**config.mk**
```make
export PLATFORM = sky130hd
export DESIGN_NAME = sccb_init_seq
export DESIGN_NICKNAME = d
export VERILOG_FILES = /design/src/rtl/sccb_init_seq.sv
export SDC_FILE = /design/constraint.sdc
export NUM_CORES = 1
export LEC_CHECK = 0
export ABC_AREA = 1
export BUFFER_PORTS_ARGS = -buffer_cell sky130_fd_sc_hd__buf_2
export CAP_MARGIN = 20
export CORE_MARGIN = 10
export CORE_UTILIZATION = 30
export CTS_CLUSTER_DIAMETER = 100
export DETAILED_ROUTE_END_ITERATION = 8
export GPL_TIMING_DRIVEN = 1
export PLACE_DENSITY = 0.53
export SYNTH_ARGS = -nofsm -noshare
export SYNTH_HDL_FRONTEND = slang
export SYNTH_SLANG_ARGS = --single-unit
```
**constraint.sdc**
```tcl
create_clock -name sccb_clk -period 3.5 [get_ports sccb_clk]
set_input_delay 0.7 -clock sccb_clk [delete_from_list [all_inputs] [get_ports sccb_clk]]
set_output_delay 0.7 -clock sccb_clk [all_outputs]
set_load 0.005 [all_outputs]
```
**src/rtl/sccb_init_seq.sv**
```systemverilog
// Table-driven SCCB register initialiser: walks a ROM of {reg, value} entries,
// issuing bridge writes, optional read-back compares and in-table delays.
module sccb_init_seq #(
   parameter int          ROM_AW    = 8,
   parameter logic [6:0]  DEV_ID    = 7'h21,
   parameter bit          VERIFY    = 1'b1,
   parameter int          DLY_SHIFT = 10,
   parameter logic [19:0] TO_CYCLES = 20'd1000000
) (
   input  logic              sccb_clk,
   input  logic              sccb_reset,
   input  logic              start,
   output logic              busy,
   output logic              done,
   output logic              err,
   output logic [1:0]        err_code,
   output logic [7:0]        mismatch_cnt,
   output logic [7:0]        last_rdata,
   output logic [ROM_AW-1:0] rom_addr,
   input  logic [15:0]       rom_data,
   output logic [2:0]        mcmd,
   output logic [14:0]       maddr,
   output logic [7:0]        mdata,
   input  logic              scmdaccept,
   input  logic [1:0]        sresp,
   input  logic [7:0]        sdata
);

   localparam int DW = 8 + DLY_SHIFT;

   typedef enum logic [3:0] {
      S_IDLE, S_FETCH, S_DECODE, S_WR_REQ, S_WR_WAIT,
      S_RD_REQ, S_RD_WAIT, S_DELAY, S_DONE, S_ERR
   } state_e;

   state_e            state_q, state_d;
   logic [ROM_AW-1:0] rom_addr_q, rom_addr_d;
   logic [14:0]       maddr_q, maddr_d;
   logic [7:0]        mdata_q, mdata_d;
   logic [2:0]        mcmd_q, mcmd_d;
   logic              busy_q, busy_d;
   logic              done_q, done_d;
   logic              err_q, err_d;
   logic [1:0]        err_code_q, err_code_d;
   logic [7:0]        mm_q, mm_d;
   logic [7:0]        last_q, last_d;
   logic              cap_q, cap_d;
   logic [19:0]       to_cnt_q, to_cnt_d;
   logic [DW-1:0]     dly_q, dly_d;
   logic              to_hit, adv;

   always_ff @(posedge sccb_clk) begin
      if (sccb_reset) begin
         state_q    <= S_IDLE;
         rom_addr_q <= '0;
         maddr_q    <= '0;
         mdata_q    <= '0;
         mcmd_q     <= 3'b000;
         busy_q     <= 1'b0;
         done_q     <= 1'b0;
         err_q      <= 1'b0;
         err_code_q <= 2'b00;
         mm_q       <= '0;
         last_q     <= '0;
         cap_q      <= 1'b0;
         to_cnt_q   <= '0;
         dly_q      <= '0;
      end else begin
         state_q    <= state_d;
         rom_addr_q <= rom_addr_d;
         maddr_q    <= maddr_d;
         mdata_q    <= mdata_d;
         mcmd_q     <= mcmd_d;
         busy_q     <= busy_d;
         done_q     <= done_d;
         err_q      <= err_d;
         err_code_q <= err_code_d;
         mm_q       <= mm_d;
         last_q     <= last_d;
         cap_q      <= cap_d;
         to_cnt_q   <= to_cnt_d;
         dly_q      <= dly_d;
      end
   end

   always_comb begin
      state_d    = state_q;
      rom_addr_d = rom_addr_q;
      maddr_d    = maddr_q;
      mdata_d    = mdata_q;
      err_code_d = err_code_q;
      mm_d       = mm_q;
      last_d     = last_q;
      cap_d      = cap_q;
      dly_d      = dly_q;
      to_cnt_d   = to_cnt_q + 20'd1;
      to_hit     = (to_cnt_q == TO_CYCLES - 20'd1);
      adv        = 1'b0;
      case (state_q)
         S_IDLE, S_DONE, S_ERR: begin
            if (start) begin
               state_d    = S_FETCH;
               rom_addr_d = '0;
               err_code_d = 2'b00;
               mm_d       = '0;
            end
         end
         S_FETCH: state_d = S_DECODE;
         S_DECODE: begin
            maddr_d = {DEV_ID, rom_data[15:8]};
            mdata_d = rom_data[7:0];
            if (rom_data == 16'hFFFF) begin
               state_d = S_DONE;
            end else if (rom_data[15:8] == 8'hFE) begin
               if (rom_data[7:0] == 8'h00) begin
                  adv = 1'b1;
               end else begin
                  // counts down to 0 inclusive, so preload one less than the length
                  dly_d   = (DW'(rom_data[7:0]) << DLY_SHIFT) - DW'(1);
                  state_d = S_DELAY;
               end
            end else begin
               state_d = S_WR_REQ;
            end
         end
         S_WR_REQ: begin
            if (!scmdaccept) state_d = S_WR_WAIT;
            else if (to_hit) begin
               state_d    = S_ERR;
               err_code_d = 2'b01;
            end
         end
         S_WR_WAIT: begin
            if (scmdaccept) begin
               if (VERIFY) state_d = S_RD_REQ;
               else adv = 1'b1;
            end else if (to_hit) begin
               state_d    = S_ERR;
               err_code_d = 2'b10;
            end
         end
         S_RD_REQ: begin
            if (!scmdaccept) state_d = S_RD_WAIT;
            else if (to_hit) begin
               state_d    = S_ERR;
               err_code_d = 2'b01;
            end
         end
         S_RD_WAIT: begin
            // the bridge holds DVA for a whole divider period; only the first beat counts
            if (sresp == 2'b01 && !cap_q) begin
               cap_d  = 1'b1;
               last_d = sdata;
               if (sdata != mdata_q && mm_q != 8'hFF) mm_d = mm_q + 8'd1;
            end
            if (scmdaccept && (cap_q || sresp == 2'b01)) adv = 1'b1;
            else if (to_hit) begin
               state_d    = S_ERR;
               err_code_d = 2'b10;
            end
         end
         S_DELAY: begin
            if (dly_q == '0) adv = 1'b1;
            else dly_d = dly_q - DW'(1);
         end
         default: state_d = S_IDLE;
      endcase
      if (adv) begin
         if (rom_addr_q == '1) begin
            state_d    = S_ERR;
            err_code_d = 2'b11;
         end else begin
            rom_addr_d = rom_addr_q + ROM_AW'(1);
            state_d    = S_FETCH;
         end
      end
      if (state_d != state_q) to_cnt_d = '0;
      if (state_d == S_RD_WAIT && state_q != S_RD_WAIT) cap_d = 1'b0;
   end

   always_comb begin
      mcmd_d = 3'b000;
      if (state_d == S_WR_REQ) mcmd_d = 3'b001;
      else if (state_d == S_RD_REQ) mcmd_d = 3'b010;
      busy_d = !(state_d inside {S_IDLE, S_DONE, S_ERR});
      done_d = (state_d == S_DONE);
      err_d  = (state_d == S_ERR);
   end

   assign busy         = busy_q;
   assign done         = done_q;
   assign err          = err_q;
   assign err_code     = err_code_q;
   assign mismatch_cnt = mm_q;
   assign last_rdata   = last_q;
   assign rom_addr     = rom_addr_q;
   assign mcmd         = mcmd_q;
   assign maddr        = maddr_q;
   assign mdata        = mdata_q;

endmodule

```
* Word-level counts from Yosys, hierarchy flattened
Cells that the tools add are included.
Cells by class: add/subtract/negate cells 5, multipliers 0, divide/modulo/power cells 0, magnitude comparators 0, eq/ne operators 30, shift operators 0, muxes and demuxes 42, bitwise gates (word level) 0, reduce and logical (&&, ||, !) cells 22
Operators with widths (count):
- $mux 18 | 4
- $mux 8 | 7
- $mux 4 | 11
- $pmux 18 s2 | 1
- $sub 18x1->18 const B | 2
- $pmux 4 s8 | 1
- $eq 4x3->1 const B | 6
- $add 20x1->20 const B | 1
- $eq 20x20->1 const B | 1
- $logic_not 18->1 | 1
- $mux 2 | 9
- $add 8x1->8 const B | 2
- $eq 16x16->1 const B | 1
- $eq 4x4->1 const B | 4
- $eq 8x8->1 const B | 2
- $pmux 8 s2 | 1
- $ne 2x2->1 const B | 7
- $eq 4x2->1 const B | 3
- $logic_not 4->1 | 2
- $logic_not 8->1 | 1
- $ne 8x8->1 | 1
- $ne 8x8->1 const B | 1
- $pmux 2 s4 | 1
- $reduce_or 2->1 | 4
- 15 further kinds | 25
Storage, ports and cells: bits in registers 91, bits in latches 0, memory bits (writable) 0, ROM bits 0, input port bits 30, output and inout bits 55, memories 0

* Logic depth before layout (Yosys ltp)
word-level depth 9, mapped depth 18

* Worst setup path after synthesis
No wires, ideal clock.
kind in2reg, from in rom_data[0], to reg to_cnt_q[10], arrival 2.187 ns, setup slack 1.250 ns, stages on the path 15, path through inv_1 > ha_1 > nand3_1 > nor2_4 > nand3_1 > nand2_1 > nand2_1 > nor2_2 > nand3_2 > nand2_1 > nand2_1 > nor2_1 > nand2_2 > buf_6 > nor2_2
Between the ends: word-level cells in the longest chain between the ends 8, elaborated cells on any way between the ends 13
Ends and longest elaborated chain:
- start, declared | line 20 | input logic [15:0] rom_data,
- $logic_not 8->1 | line 115 | if (rom_data[7:0] == 8'h00) begin
- $mux 4 / $mux 1 (equally long branches) | line 115
- $mux 4 / $mux 1 (equally long branches) | line 114 | end else if (rom_data[15:8] == 8'hFE) begin
- $mux 4 / $mux 1 (equally long branches) | line 112 | if (rom_data == 16'hFFFF) begin
- $pmux 4 s8 / $pmux 1 s3 (equally long branches) | line 99 | case (state_q)
- $mux 4 * | line 168 | if (adv) begin
- $ne 4x4->1 * | line 177 | if (state_d != state_q) to_cnt_d = '0;
- $reduce_or 2->1 (no source line) *
- end signal, assigned | line 81 | to_cnt_q <= to_cnt_d;
- end, declared | line 48 | logic [19:0] to_cnt_q, to_cnt_d;
Every way passes the cells marked *; elsewhere a longest branch is shown, timed or not. A chain may end at the register's enable or synchronous reset.

* Worst setup path in the final report
from reg state_q[0], to reg to_cnt_q[0]
Between the ends: word-level cells in the longest chain between the ends 7, elaborated cells on any way between the ends 25
Ends and longest elaborated chain:
- start, declared | line 36 | state_e state_q, state_d;
- start signal, assigned | line 69 | state_q <= state_d;
- $mux 4 | line 115
- $mux 4 | line 114
- $mux 4 | line 112
- $pmux 4 s8 | line 99
- $mux 4 | line 168
- $ne 4x4->1 * | line 177
- $reduce_or 2->1 (no source line) *
Marks and branches as above.

==> impl_metrics.yaml <==
pwr:
  vdd_drop_max_v: 0.000260
  powerDensity_nw_per_um2: 461
  cellLeakagePower_uw: 0.00258
sta:
  worst_pin_slew_ns: 0.659
  period_share_pct: 78.2
  fin_ws_ns: 0.762
  finalSetupViolCount: 0
  relSlewSlack_pct: 55.9
  drv_slew: 0
  post-route-min-period_ns: 2.74
  fin_skew_ns: 0.0113
  holdWs_ns: 0.461
  finalSetupTns_ns: 0
  rsz0062_at_grt: "false"
  fmax_mhz: 365
  finalHoldViolCount: 0
clocking:
  worst_skew_pair.late_latency_ns: 0.35
  hold_buffers: 0
  clk_pin_slew_ns: 0.07
  cts_buffer_depth: 2
  clockRootBuffer: "clkbuf_16"
  cts_buffers: 9
  clock_sinks: 91
  postCtsSetupRepairBufs: 0
  cts_resized: 0
  htree_num_levels: 3
  cts_tree: "built"
floorplan:
  core-area_um2: 16600
  start_util_pct: 30.6
  num_rows: 47
  dieArea_um2: 22500
  die_w_um: 150
  die_h_um: 150
  ios: 85
final_layout:
  n_antenna_cell: 0
  final-seq-area_um2: 1820
  nets: 852
  drive_above_1_share_pct: 18.2
  final_core_util_pct: 35.7
  multi_input_area_um2: 2790
  syn_to_final_growth_pct: 16.6
  fillers: 1865
placed_design:
  place_ws_ns: 0.553
  place_congestion: 0.878
  portBuffers: 78
  dpl.hpwl_mm: 10.6
setup_path:
  critPathKind: "flop to flop"
  reg2regPathDepth: 13
  crit_top_cell: "nand2_1"
  r2r_slack_ns: 0.76
  cp-end-kind: "flop"
  reg2reg_to: "to_cnt_q[0]$_SDFF_PP0_"
  path_max_fanout: 20
  required_ns: 3.78
  timing.critical_path.slowest_stage_cell: "dfxtp_1"
  critPathArrivalTime_ns: 3.02
  start_kind: "flop"
  cpPeakStageDelay_ns: 0.57
  reg2reg_from: "state_q[0]$_SDFF_PP0_"
  critical_path.cell_chain: "inv_1, nor3_2, buf_4, inv_1, nand2_1, nor2_1, nand2_1, nand2_2, nand2_1, nand2_1, nor2_2, nand2_2, nor2_2"
global_route:
  grt_usage_pct: 12.6
  grt_max_degree: 41
  antenna_found_initial: 0
  grt_pass1_vias: 4526
  grt_pass1_wl_mm: 23.0
  grt_overflow_total: 0
synth:
  syn_inst: 741
  synthFlopType: "dfxtp_1"
  synth_area_um2: 5080
  postSynthAreaPerCell_um2: 6.86
  async_reset_ff_share_pct: 0
  synth-seq-area-share_pct: 35.8
  ys_types: 39
  ys_warn_count: 0
  synth_edf_count: 0
  synth_seq_cells: 91
drt:
  viasPerCell: 4.69
  ant_nets: 0
  drc: 0
  drt_iter0_drc: 311
  post_drt_wl_per_cell_um: 13.4
  routed_wl_mm: 13.9
  dr.pass1.iters: 5
  via_count: 4872
status:
  status: "completed"
min_path:
  hold_end: "to_cnt_q[0]$_SDFF_PP0_"
  holdCritStartpoint: "to_cnt_q[0]$_SDFF_PP0_"
  whs_path_depth: 1
  hold_path_class: "flop to flop"
run:
  max_cap_violations: 0
[worst max-delay path: cells and delay by family (launching register included)]
kind / cells / cell delay (ns)
flip-flops: 1 / 0.57
buffers and inverters: 3 / 0.65
AND/OR/NAND/NOR: 10 / 1.42
[routing by layer]
layer	GRT usage (%)	vias up	wire, um
li1	-	2550	-
met4	3.60	0	149
met5	0	-	0
met2	18.9	121	5950
met3	5.16	11	1230
met1	16.2	2190	6620
[cell usage in the layout (no fill, tap or decap), types with 4 or more instances in the layout]
cell type,count
a211oi_1,8
xor2_1,23
nand3_1,54
nor2_2,26
o21ai_0,52
xnor2_1,15
nor3_1,21
buf_4,4
nor2_1,110
dfxtp_1,91
a31oi_1,7
conb_1,6
nand4_1,14
a21oi_1,46
nand2_1,116
inv_1,83
clkbuf_16,9
ha_1,8
inv_2,8
buf_2,78
nand2_2,5
[state kept, by name, indices dropped and copies added, names as in the netlist]
| signal | cells |
|---|---|
| last_rdata | 8 |
| mcmd | 2 |
| rom_addr | 8 |
| busy | 1 |
| state_q | 4 |
| maddr | 9 |
| dly_q | 18 |
| err | 1 |
| err_code | 2 |
| mismatch_cnt | 8 |
| mdata | 8 |
| done | 1 |
| to_cnt_q | 20 |
| cap_q | 1 |
[report_power, final]
group	total (uW)	internal, uW	switching, uW
combinational	613	204	408
clock	931	488	443
sequential	1190	1110	72.9
[per-stage QoR]
stage	cells	power (uW)	instance area, um2
after global routing	1039	2920	5930
final	1039	2730	5930
after CTS	1039	2780	5930
after floorplan	746	1650	5100
after global placement	1023	1840	5650
after detailed placement	1023	1830	5650
[logic make-up after synthesis]
family	after synthesis	share of synthesized area (%)
compound gates	125	13.5
xor+xnor	38	6.55
fa+ha+maj	8	1.97
buf+inv	117	9.72
flops	91	35.8
other cells	1	0.0738
simple gates	361	32.3
[synthesized netlist by cell type, types with 3 or more instances]
cell	count	share of area, %
xnor2_1	15	2.6
nor2_4	3	0.66
nand2_2	5	0.62
nand3_1	54	5.3
a211oi_1	8	1.2
ha_1	8	2.0
or2_2	3	0.37
inv_1	83	6.1
dfxtp_1	91	36
a21oi_1	46	4.5
nor2_2	26	3.2
o21ai_0	52	5.1
buf_4	8	1.2
nand2_1	116	8.6
clkbuf_1	10	0.74
nor2_1	110	8.1
nand4_1	14	1.7
buf_6	3	0.66
xor2_1	23	4.0
inv_2	8	0.59
a31oi_1	7	0.86
nor3_1	21	2.1
[layout make-up]
type	instances	share of cell area, %
clock buffer	10	3.86
tap	220	4.64
clock inverter	6	0.844
timing repair buffer	82	7.09
inverter	92	5.83
multi-input combinational	538	47.0
sequential	91	30.7
[worst max path at each step]
stage	from	endpoint	cells after the start
5_1_grt	state_q[1]$_SDFF_PP0_	to_cnt_q[3]$_SDFF_PP0_	13
4_1_cts	state_q[0]$_SDFF_PP0_	to_cnt_q[14]$_SDFF_PP0_	12
3_5_place_dp	rom_data[0]	to_cnt_q[4]$_SDFF_PP0_	14
2_1_floorplan	rom_data[0]	to_cnt_q[10]$_SDFF_PP0_	15
6_report	state_q[0]$_SDFF_PP0_	to_cnt_q[0]$_SDFF_PP0_	13
3_3_place_gp	rom_data[0]	to_cnt_q[5]$_SDFF_PP0_	14
(Power assumes the default switching activity.)
